### src/rtl/gelu_lut_rd_arbiter_pkg.sv
// ---------------------------------------------------------------------------
// gelu_lut_rd_arbiter_pkg
// Shared sizing constants and types for the GELU LUT read-port arbiter.
// Also holds the half-word select used when a 32-bit LUT word is returned.
// Each LUT word packs two fp16 entries:
//   [31:16] is the negative-half entry, [15:0] is the positive-half entry.
// ---------------------------------------------------------------------------
package gelu_lut_rd_arbiter_pkg;

    localparam int GELU_LANES  = 4;
    localparam int LUT_ADDR_W  = 12;
    localparam int LUT_SRAM_AW = 13;

    typedef logic [LUT_ADDR_W-1:0] lut_addr_t;
    typedef logic [15:0]           fp16_t;

    // Pick the fp16 entry for a lookup from the packed 32-bit LUT word.
    function automatic fp16_t lut_half_sel(input logic [31:0] word, input logic sign);
        return sign ? word[31:16] : word[15:0];
    endfunction

endpackage

### src/rtl/gelu_lut_rd_arbiter_rr.sv
// ---------------------------------------------------------------------------
// rr_arbiter
// Generic round-robin arbiter. It is written to be reusable, for example by an
// ofmap-write arbiter.
//
// Ports
//   clk       in  1      clock
//   rst_n     in  1      async active-low reset; lane 0 becomes highest priority
//   req_i     in  N      request vector
//   advance_i in  1      current grant was accepted; move priority past it
//   gnt_o     out N      one-hot grant (all zero when there is no request)
//   idx_o     out IDX_W  encoded index of the granted requester
//   any_o     out 1      some requester is granted
//
// The search starts at the requester after the last accepted grant and wraps.
// The pointer resets to N-1, so requester 0 is searched first.
// ---------------------------------------------------------------------------
module rr_arbiter #(
    parameter int N     = 4,
    parameter int IDX_W = (N > 1) ? $clog2(N) : 1
) (
    input  logic             clk,
    input  logic             rst_n,
    input  logic [N-1:0]     req_i,
    input  logic             advance_i,
    output logic [N-1:0]     gnt_o,
    output logic [IDX_W-1:0] idx_o,
    output logic             any_o
);

    logic [IDX_W-1:0] last_q;
    logic [IDX_W-1:0] last_d;

    // Rotating priority search, starting one past the last accepted grant.
    always_comb begin
        gnt_o = '0;
        idx_o = '0;
        any_o = 1'b0;
        for (int k = 0; k < N; k++) begin
            logic [IDX_W-1:0] cand_s;
            logic             hit_s;
            cand_s        = IDX_W'((int'(last_q) + 1 + k) % N);
            hit_s         = !any_o && req_i[cand_s];
            gnt_o[cand_s] = gnt_o[cand_s] | hit_s;
            idx_o         = hit_s ? cand_s : idx_o;
            any_o         = any_o | hit_s;
        end
        last_d = (advance_i && any_o) ? idx_o : last_q;
    end

    // Last-grant pointer; reset value makes requester 0 the first searched.
    always_ff @(posedge clk or negedge rst_n) begin
        if (!rst_n) begin
            last_q <= IDX_W'(N - 1);
        end else begin
            last_q <= last_d;
        end
    end

endmodule

### src/rtl/gelu_lut_rd_arbiter.sv
// ---------------------------------------------------------------------------
// gelu_lut_rd_arbiter
// Shares the single read port of the GELU LUT SRAM among N_LANES lanes.
// At most one read issues per cycle, granted round-robin.
// The read data comes back one cycle later. The selected fp16 half is then
// registered into the requesting lane's response slot, with a one-cycle
// rsp_valid pulse. Latency is 2 cycles from handshake to rsp_valid.
//
// Ports
//   clk, rst_n   clock, async active-low reset
//   req_valid    in  N_LANES             lane lookup pending
//   req_ready    out N_LANES             lane lookup accepted this cycle (one-hot)
//   req_addr     in  N_LANES*LUT_ADDR_W  per-lane LUT address
//   req_sign     in  N_LANES             1 selects [31:16], 0 selects [15:0]
//   rsp_valid    out N_LANES             pulse: rsp_data slice updated
//   rsp_data     out N_LANES*16          per-lane result, held until next response
//   lut_wr_busy  in  1                   host writing LUT; no new reads issue
//   sram_csb     out 1                   SRAM read chip-select, active low
//   sram_addr    out SRAM_ADDR_W         SRAM read address
//   sram_dout    in  32                  SRAM read data, one cycle after csb low
//   busy         out 1                   any request pending or a read in flight
// ---------------------------------------------------------------------------
module gelu_lut_rd_arbiter #(
    parameter int N_LANES     = gelu_lut_rd_arbiter_pkg::GELU_LANES,
    parameter int LUT_ADDR_W  = gelu_lut_rd_arbiter_pkg::LUT_ADDR_W,
    parameter int SRAM_ADDR_W = gelu_lut_rd_arbiter_pkg::LUT_SRAM_AW
) (
    input  logic                          clk,
    input  logic                          rst_n,
    input  logic [N_LANES-1:0]            req_valid,
    output logic [N_LANES-1:0]            req_ready,
    input  logic [N_LANES*LUT_ADDR_W-1:0] req_addr,
    input  logic [N_LANES-1:0]            req_sign,
    output logic [N_LANES-1:0]            rsp_valid,
    output logic [N_LANES*16-1:0]         rsp_data,
    input  logic                          lut_wr_busy,
    output logic                          sram_csb,
    output logic [SRAM_ADDR_W-1:0]        sram_addr,
    input  logic [31:0]                   sram_dout,
    output logic                          busy
);
    import gelu_lut_rd_arbiter_pkg::*;

    localparam int IDX_W = (N_LANES > 1) ? $clog2(N_LANES) : 1;

    logic [N_LANES-1:0]    arb_req_s;
    logic [N_LANES-1:0]    gnt_s;
    logic [IDX_W-1:0]      gnt_idx_s;
    logic                  gnt_any_s;
    logic [LUT_ADDR_W-1:0] gnt_addr_s;
    logic                  gnt_sign_s;

    logic [SRAM_ADDR_W-1:0] addr_q;
    logic [SRAM_ADDR_W-1:0] addr_d;
    logic                   s1_valid_q;
    logic [IDX_W-1:0]       s1_lane_q;
    logic                   s1_sign_q;
    logic [N_LANES-1:0]     rsp_valid_q;
    fp16_t                  rsp_data_q [N_LANES];

    // A host LUT write blocks every new read, but not the one in flight.
    assign arb_req_s = req_valid & {N_LANES{~lut_wr_busy}};

    rr_arbiter #(
        .N     (N_LANES),
        .IDX_W (IDX_W)
    ) u_rr_arbiter (
        .clk       (clk),
        .rst_n     (rst_n),
        .req_i     (arb_req_s),
        .advance_i (gnt_any_s),
        .gnt_o     (gnt_s),
        .idx_o     (gnt_idx_s),
        .any_o     (gnt_any_s)
    );

    // Mux the granted lane's address/sign and drive the SRAM read port.
    // The address holds its last issued value while idle.
    always_comb begin
        gnt_addr_s = req_addr[gnt_idx_s*LUT_ADDR_W +: LUT_ADDR_W];
        gnt_sign_s = req_sign[gnt_idx_s];
        addr_d     = gnt_any_s ? SRAM_ADDR_W'(gnt_addr_s) : addr_q;
        sram_addr  = addr_d;
        sram_csb   = ~gnt_any_s;
        req_ready  = gnt_s;
    end

    // Last issued SRAM address plus the stage-1 tag of the read in flight.
    always_ff @(posedge clk or negedge rst_n) begin
        if (!rst_n) begin
            addr_q     <= '0;
            s1_valid_q <= 1'b0;
            s1_lane_q  <= '0;
            s1_sign_q  <= 1'b0;
        end else begin
            addr_q     <= addr_d;
            s1_valid_q <= gnt_any_s;
            s1_lane_q  <= gnt_idx_s;
            s1_sign_q  <= gnt_sign_s;
        end
    end

    // Response stage: pulse one valid bit and update only that lane's data.
    always_ff @(posedge clk or negedge rst_n) begin
        if (!rst_n) begin
            rsp_valid_q <= '0;
            for (int i = 0; i < N_LANES; i++) begin
                rsp_data_q[i] <= 16'h0000;
            end
        end else begin
            rsp_valid_q <= '0;
            if (s1_valid_q) begin
                rsp_valid_q[s1_lane_q] <= 1'b1;
                rsp_data_q[s1_lane_q]  <= lut_half_sel(sram_dout, s1_sign_q);
            end else begin
                rsp_valid_q <= '0;
            end
        end
    end

    for (genvar i = 0; i < N_LANES; i++) begin : g_rsp_pack
        assign rsp_data[i*16 +: 16] = rsp_data_q[i];
    end

    assign rsp_valid = rsp_valid_q;
    assign busy      = (|req_valid) | s1_valid_q;

endmodule
### config.mk
export PLATFORM = sky130hd
export DESIGN_NAME = gelu_lut_rd_arbiter
export DESIGN_NICKNAME = d
export VERILOG_FILES = /design/src/rtl/gelu_lut_rd_arbiter_pkg.sv /design/src/rtl/gelu_lut_rd_arbiter_rr.sv /design/src/rtl/gelu_lut_rd_arbiter.sv
export SDC_FILE = /design/constraint.sdc
export NUM_CORES = 1
export LEC_CHECK = 0
export CAP_MARGIN = 20
export CORE_ASPECT_RATIO = 1.4
export CORE_MARGIN = 5
export CORE_UTILIZATION = 48
export CTS_BUF_LIST = sky130_fd_sc_hd__clkbuf_4
export DETAILED_ROUTE_END_ITERATION = 10
export PLACE_DENSITY = 0.92
export RECOVER_POWER = 100
export SLEW_MARGIN = 40
export SYNTH_ARGS = -nofsm -noshare
export SYNTH_HDL_FRONTEND = slang
export SYNTH_SLANG_ARGS = --single-unit
### constraint.sdc
create_clock -name clk -period 8.4 [get_ports clk]
set_input_delay 1.68 -clock clk [delete_from_list [all_inputs] [get_ports clk]]
set_output_delay 1.68 -clock clk [all_outputs]
set_load 0.05 [all_outputs]
==> impl_metrics.tcl, run 1 <==
set metrics [dict create \
    status "complete, but fails checks" \
    violations "capacitance limit, slew limit" \
    cts_resized 0 \
    synth.area.top_cells "dfrtp_1 48%, mux2i_1 7.5%, o21ai_0 5.8%, nand2_1 4.6%, nor2_1 4.4%" \
    final_core_util_pct 70.3 \
    grt.met2_usage_pct 42.6 \
    synth_area_per_cell_um2 10.0 \
    slowest_delay_ns 1.08 \
    grt_start_max_net_pins 88 \
    grt_pass1_vias 4084 \
    worstPathArrival_ns 5.71 \
    worstPathRequired_ns 6.72 \
    worst-path-buf-inv 2 \
    drt_pass1_iterations 5 \
    grt_usage_pct 24.3 \
    path_clk_slew_ns 0.14 \
    syn_to_final_growth_pct 43.5 \
    synth_warnings 0 \
    gp_congestion 0.886 \
    period_needed_ns 7.39 \
    regArea_um2 2180 \
    critPathMostFrequentCell "nor2_1" \
    clock_skew_ns 0.0105 \
    fin_tns_setup_ns 0 \
    fin_area_um2 6340 \
    crit_family "buffers and inverters" \
    coreArea_um2 9030 \
    nets 698 \
    drive_gt1_share_pct 7.40 \
    synth-seq-area-share_pct 49.3 \
    vias_per_cell 5.65 \
    timing.final.crit_share_pct 88.0 \
    final.fill_count 669 \
    synth_edf_count 0 \
    cts.sinks 87 \
    maxSlewViolCount 88 \
    slew_headroom_pct -202 \
    clock_latency_ns 0.44 \
    ioPinCount 178 \
    globalRouteMet1Util_pct 28.6 \
    cap_violations 1 \
    synthFlopType "dfrtp_1" \
    synthCells 442 \
    ys_async_sr_fraction_pct 100 \
    max_freq_mhz 135 \
    root_buffer "clkbuf_4" \
    cts_max_level 3 \
    crit_path_max_fanout 28 \
    remaining_drc_errors 0 \
    post-dp-hpwl_um 10200 \
    tightest_slew_ns 4.53 \
    cts_hold_buf 0 \
    grt_first_pass_wirelength_um 21500 \
    numCtsBuffers 9 \
    crit_type "flip-flop to primary output" \
    critPathCaptureType "primary output" \
    synth_area_um2 4420 \
    tritoncts "yes" \
    vias 4046 \
    grt_util_met3_pct 5.36 \
    synth_cell_types 59 \
    synth.most_common_cell "dfrtp_1" \
    die_w_um 91.1 \
    rows 41 \
    cp_cell_sequence "clkinv_1, ha_1, nor2_1, mux4_2, a32oi_1, o21ai_0, a2bb2oi_4, nor2_1, a311oi_1, dlygate4sd3_1" \
    cpMaxStageDelayCell "dfstp_1" \
    clockBufferDepth 2 \
    start_kind "flip-flop" \
    dpl-instance-area_um2 6220 \
    hold_path_class "flip-flop to flip-flop" \
    post_drt_wl_per_cell_um 19.0 \
    antenna_found_initial 1 \
    ys_ff_latch 87 \
    yosys.area.top_type_share_pct 48.1 \
    hold_viol 0 \
    hold-worst-slack_ns 0.490 \
    routed_wl_um 13600 \
    port_buffers 177 \
    finalSetupViolations 0 \
    rsz0062_at_grt "false" \
    syn_nets 537 \
    post-cts-setup-buffers 0 \
    first_iter_violations 304 \
    yosys.area.top_type "dfrtp_1" \
    die_height_um 124 \
    initial_core_util_pct 49.0 \
    busiest_layer "met2" \
    synth_common_cells "85 x dfrtp_1, 54 x nand2_1, 52 x nor2_1" \
    multi_input_area_um2 2040 \
    ant_nets 0 \
    dieArea_um2 11300 \
    grt_overflow_total 0 \
]
## worst paths after layout
check | slack (ns) | startpoint | to | depth (start not counted)
worst min-delay path | 0.49 | rsp_data[24] | rsp_data[24] | 2
worst min register to register | 0.49 | rsp_data[24] | rsp_data[24] | 2
worst max register to register | 3.96 | u_rr_arbiter.last_q[0] | addr_q[0] | 9
max in group asynchronous | 2.74 | rst_n | s1_sign_q | 1
worst max-delay path | 1.01 | u_rr_arbiter.last_q[0] | sram_addr[0] | 10
min in group asynchronous | 2.84 | rst_n | addr_q[0] | 1
## layout make-up
| cell class | instances | area share (%) |
|---|---|---|
| flip-flops and latches | 87 | 34.4 |
| multi-input cells | 314 | 32.1 |
| diodes | 1 | 0.0394 |
| clock inverters | 7 | 1.22 |
| repair buffers | 181 | 28.4 |
| inverters | 10 | 0.592 |
| well taps | 107 | 2.11 |
| clock buffers | 9 | 1.07 |
## state kept, by name, indices dropped and copies added, names as in the netlist
signal	count
rsp_data	64
s1_valid_q	1
addr_q	13
s1_sign_q	1
rsp_valid	4
u_rr_arbiter.last_q	2
s1_lane_q	2
## per-stage QoR
step | std cells | worst slack (ns)
finish | 716 | 1.01
global route | 716 | 0.534
CTS | 715 | 1.48
detailed placement | 699 | 1.58
global placement | 697 | 1.62
floorplan | 442 | 2.33
## cells by family after synthesis
group	Yosys count	synth area share, %
buffers and inverters	41	4.58
DFF	87	49.3
adders and majority gates	4	1.13
AOI/OAI and AO/OA	123	18.8
and+or+nand+nor	136	13.5
muxes	51	12.6
## layer usage
layer | share of wire [%] | up-vias
met4 | 2.9 | 0
met3 | 5.6 | 28
met2 | 54 | 160
li1 | - | 1899
met1 | 38 | 1959
met5 | 0 | -
## worst reg2reg max path: stages (launching register included)
cell	delay, ns
dfstp_1	1.08
clkinv_1	0.51
ha_1	0.57
nor2_1	0.32
mux4_2	0.39
a32oi_1	0.20
o21ai_0	0.15
a2bb2oi_4	0.64
nor2_1	0.13
a311oi_1	0.35
## cells in the final DEF, fill, tap and decap left out, types with 5 or more instances in the layout
cell type        count
dlygate4sd3_1      103
clkdlybuf4s50_1     73
nor3_1               6
dfrtp_1             84
clkbuf_4             9
mux2_2              11
nor2_1              52
a21oi_1             24
a311oi_1            12
a211oi_1             5
o21ai_0             52
nand2_1             54
mux2i_1             33
inv_1                9
Power of run 1 is left out: the tool's default activity adds up to more than one toggle a clock period on the data nets, which glitch-free logic cannot reach.
==> run 2: changes to the inputs <==
Settings changed: CAP_MARGIN 20 to 0.
==> results of run 2 <==
The final DEF is identical to that of run 1; final timing and power are the same.
Power of run 2 is left out for the same reason.
==> run 3: changes to the inputs <==
Settings changed: PLACE_DENSITY 0.92 to 0.88, SKIP_CTS_REPAIR_TIMING set to 1.
==> impl_metrics.tcl, run 3 (synthesis gave the netlist of run 1 again) <==
set metrics [dict create \
    status "complete, but fails checks" \
    violations "capacitance limit, slew limit" \
    slew_headroom_pct -57.1 \
    crit_start "u_rr_arbiter.last_q[0]" \
    start_kind "flip-flop" \
    hold_viol 0 \
    maxSlewViolCount 90 \
    dpl-instance-area_um2 6230 \
    r2r_setup_slack_ns 3.92 \
    cts_max_level 3 \
    gp_congestion 0.861 \
    crit_type "flip-flop to primary output" \
    r2r-end "addr_q[9]" \
    dieArea_um2 11300 \
    crit_family "buffers and inverters" \
    period_needed_ns 7.38 \
    ant_nets 0 \
    hold_path_class "flip-flop to flip-flop" \
    final_cell_mix "100 x dlygate4sd3_1, 84 x dfrtp_1, 76 x clkdlybuf4s50_1" \
    grt_start_max_net_pins 45 \
    clock_latency_ns 0.44 \
    vias 4044 \
    grt_overflow_total 0 \
    timing.final.crit_share_pct 87.9 \
    numCtsBuffers 9 \
    drive_gt1_share_pct 7.38 \
    critPathCaptureType "primary output" \
    busiest_layer "met2" \
    worst-path-buf-inv 2 \
    clockBufferDepth 2 \
    fin_area_um2 6320 \
    final.fill_count 687 \
    cts.sinks 87 \
    cp_cell_sequence "clkinv_1, ha_1, nor2_1, mux4_2, a32oi_1, o21ai_0, a2bb2oi_4, nor2_1, a311oi_1, dlygate4sd3_1" \
    syn_to_final_growth_pct 42.9 \
    grt_util_met3_pct 4.44 \
    grt_usage_pct 23.8 \
    grt_first_pass_wirelength_um 21100 \
    path_clk_slew_ns 0.14 \
    grt.met2_usage_pct 41.3 \
    port_buffers 177 \
    hold-worst-slack_ns 0.495 \
    coreArea_um2 9030 \
    whs_endpoint "rsp_data[45]" \
    antenna_found_initial 1 \
    tightest_slew_ns 2.36 \
    drt_pass1_iterations 7 \
    vias_per_cell 5.63 \
    worstPathRequired_ns 6.72 \
    cap_violations 2 \
    layout_commonest_cell "dlygate4sd3_1" \
    grt_pass1_vias 4022 \
    routed_wl_um 13500 \
    slowest_delay_ns 1.07 \
    die_height_um 124 \
    largest_reg_flops 64 \
    crit_path_max_fanout 28 \
    nets 700 \
    hp-start "rsp_data[45]" \
    rsz0062_at_grt "false" \
    fin_tns_setup_ns 0 \
    finalSetupViolations 0 \
    rows 41 \
    cp.depth 10 \
    r2r_cells 9 \
    critPathMostFrequentCell "nor2_1" \
    tritoncts "yes" \
    die_w_um 91.1 \
    cpMaxStageDelayCell "dfstp_1" \
    ioPinCount 178 \
    max_freq_mhz 135 \
    first_iter_violations 204 \
    rr_startpoint "u_rr_arbiter.last_q[0]" \
    worstPathArrival_ns 5.70 \
    remaining_drc_errors 0 \
    post_drt_wl_per_cell_um 18.8 \
    hold_depth 2 \
    initial_core_util_pct 49.0 \
    post-dp-hpwl_um 10300 \
    globalRouteMet1Util_pct 27.9 \
    clock_skew_ns 0.0188 \
    root_buffer "clkbuf_4" \
]
run 3: cell count changes in the layout (fill, tap and decap cells not counted):
cell,previous run,this run
buf_6,0,1
dlygate4sd3_1,103,100
inv_6,3,1
clkdlybuf4s50_1,73,76
clkinv_1,1,2
bufinv_16,1,0
buf_16,1,0
clkbuf_1,4,5
clkbuf_4,9,11
buf_8,0,1
run 3: worst min-delay path: stages (launching register included):
cell and delay [ns]:
dfrtp_1 0.37, nand2_1 0.04, o21ai_0 0.06
run 3: metal layers:
layer	vias to the layer above	part of all wire, %
met4	0	4.5
met1	1962	39
met3	40	4.8
met2	141	52
li1	1901	-
met5	-	0
run 3: per-stage QoR:
step	cells	util [%]	setup WS, ns
final	718	70.0	1.02
after detailed placement	701	69.0	1.56
after CTS	717	70.3	1.47
after global placement	698	68.5	1.63
after global routing	718	70.0	0.518
after floorplan	442	-	2.33
run 3: worst max path at each step:
stage                     to
6_report        sram_addr[3]
5_1_grt         sram_addr[7]
3_3_place_gp   sram_addr[11]
4_1_cts         sram_addr[9]
2_1_floorplan  sram_addr[10]
3_5_place_dp    sram_addr[9]
run 3: layout make-up:
class | count | area (um^2) | area share, %
repair buffers | 183 | 1810 | 28.6
flip-flops and latches | 87 | 2180 | 34.5
well taps | 107 | 134 | 2.12
inverters | 10 | 37.5 | 0.594
clock buffers | 11 | 82.6 | 1.31
multi-input cells | 314 | 2040 | 32.3
clock inverters | 5 | 33.8 | 0.535
diodes | 1 | 2.50 | 0.0396
Power of run 3 is left out for the same reason.
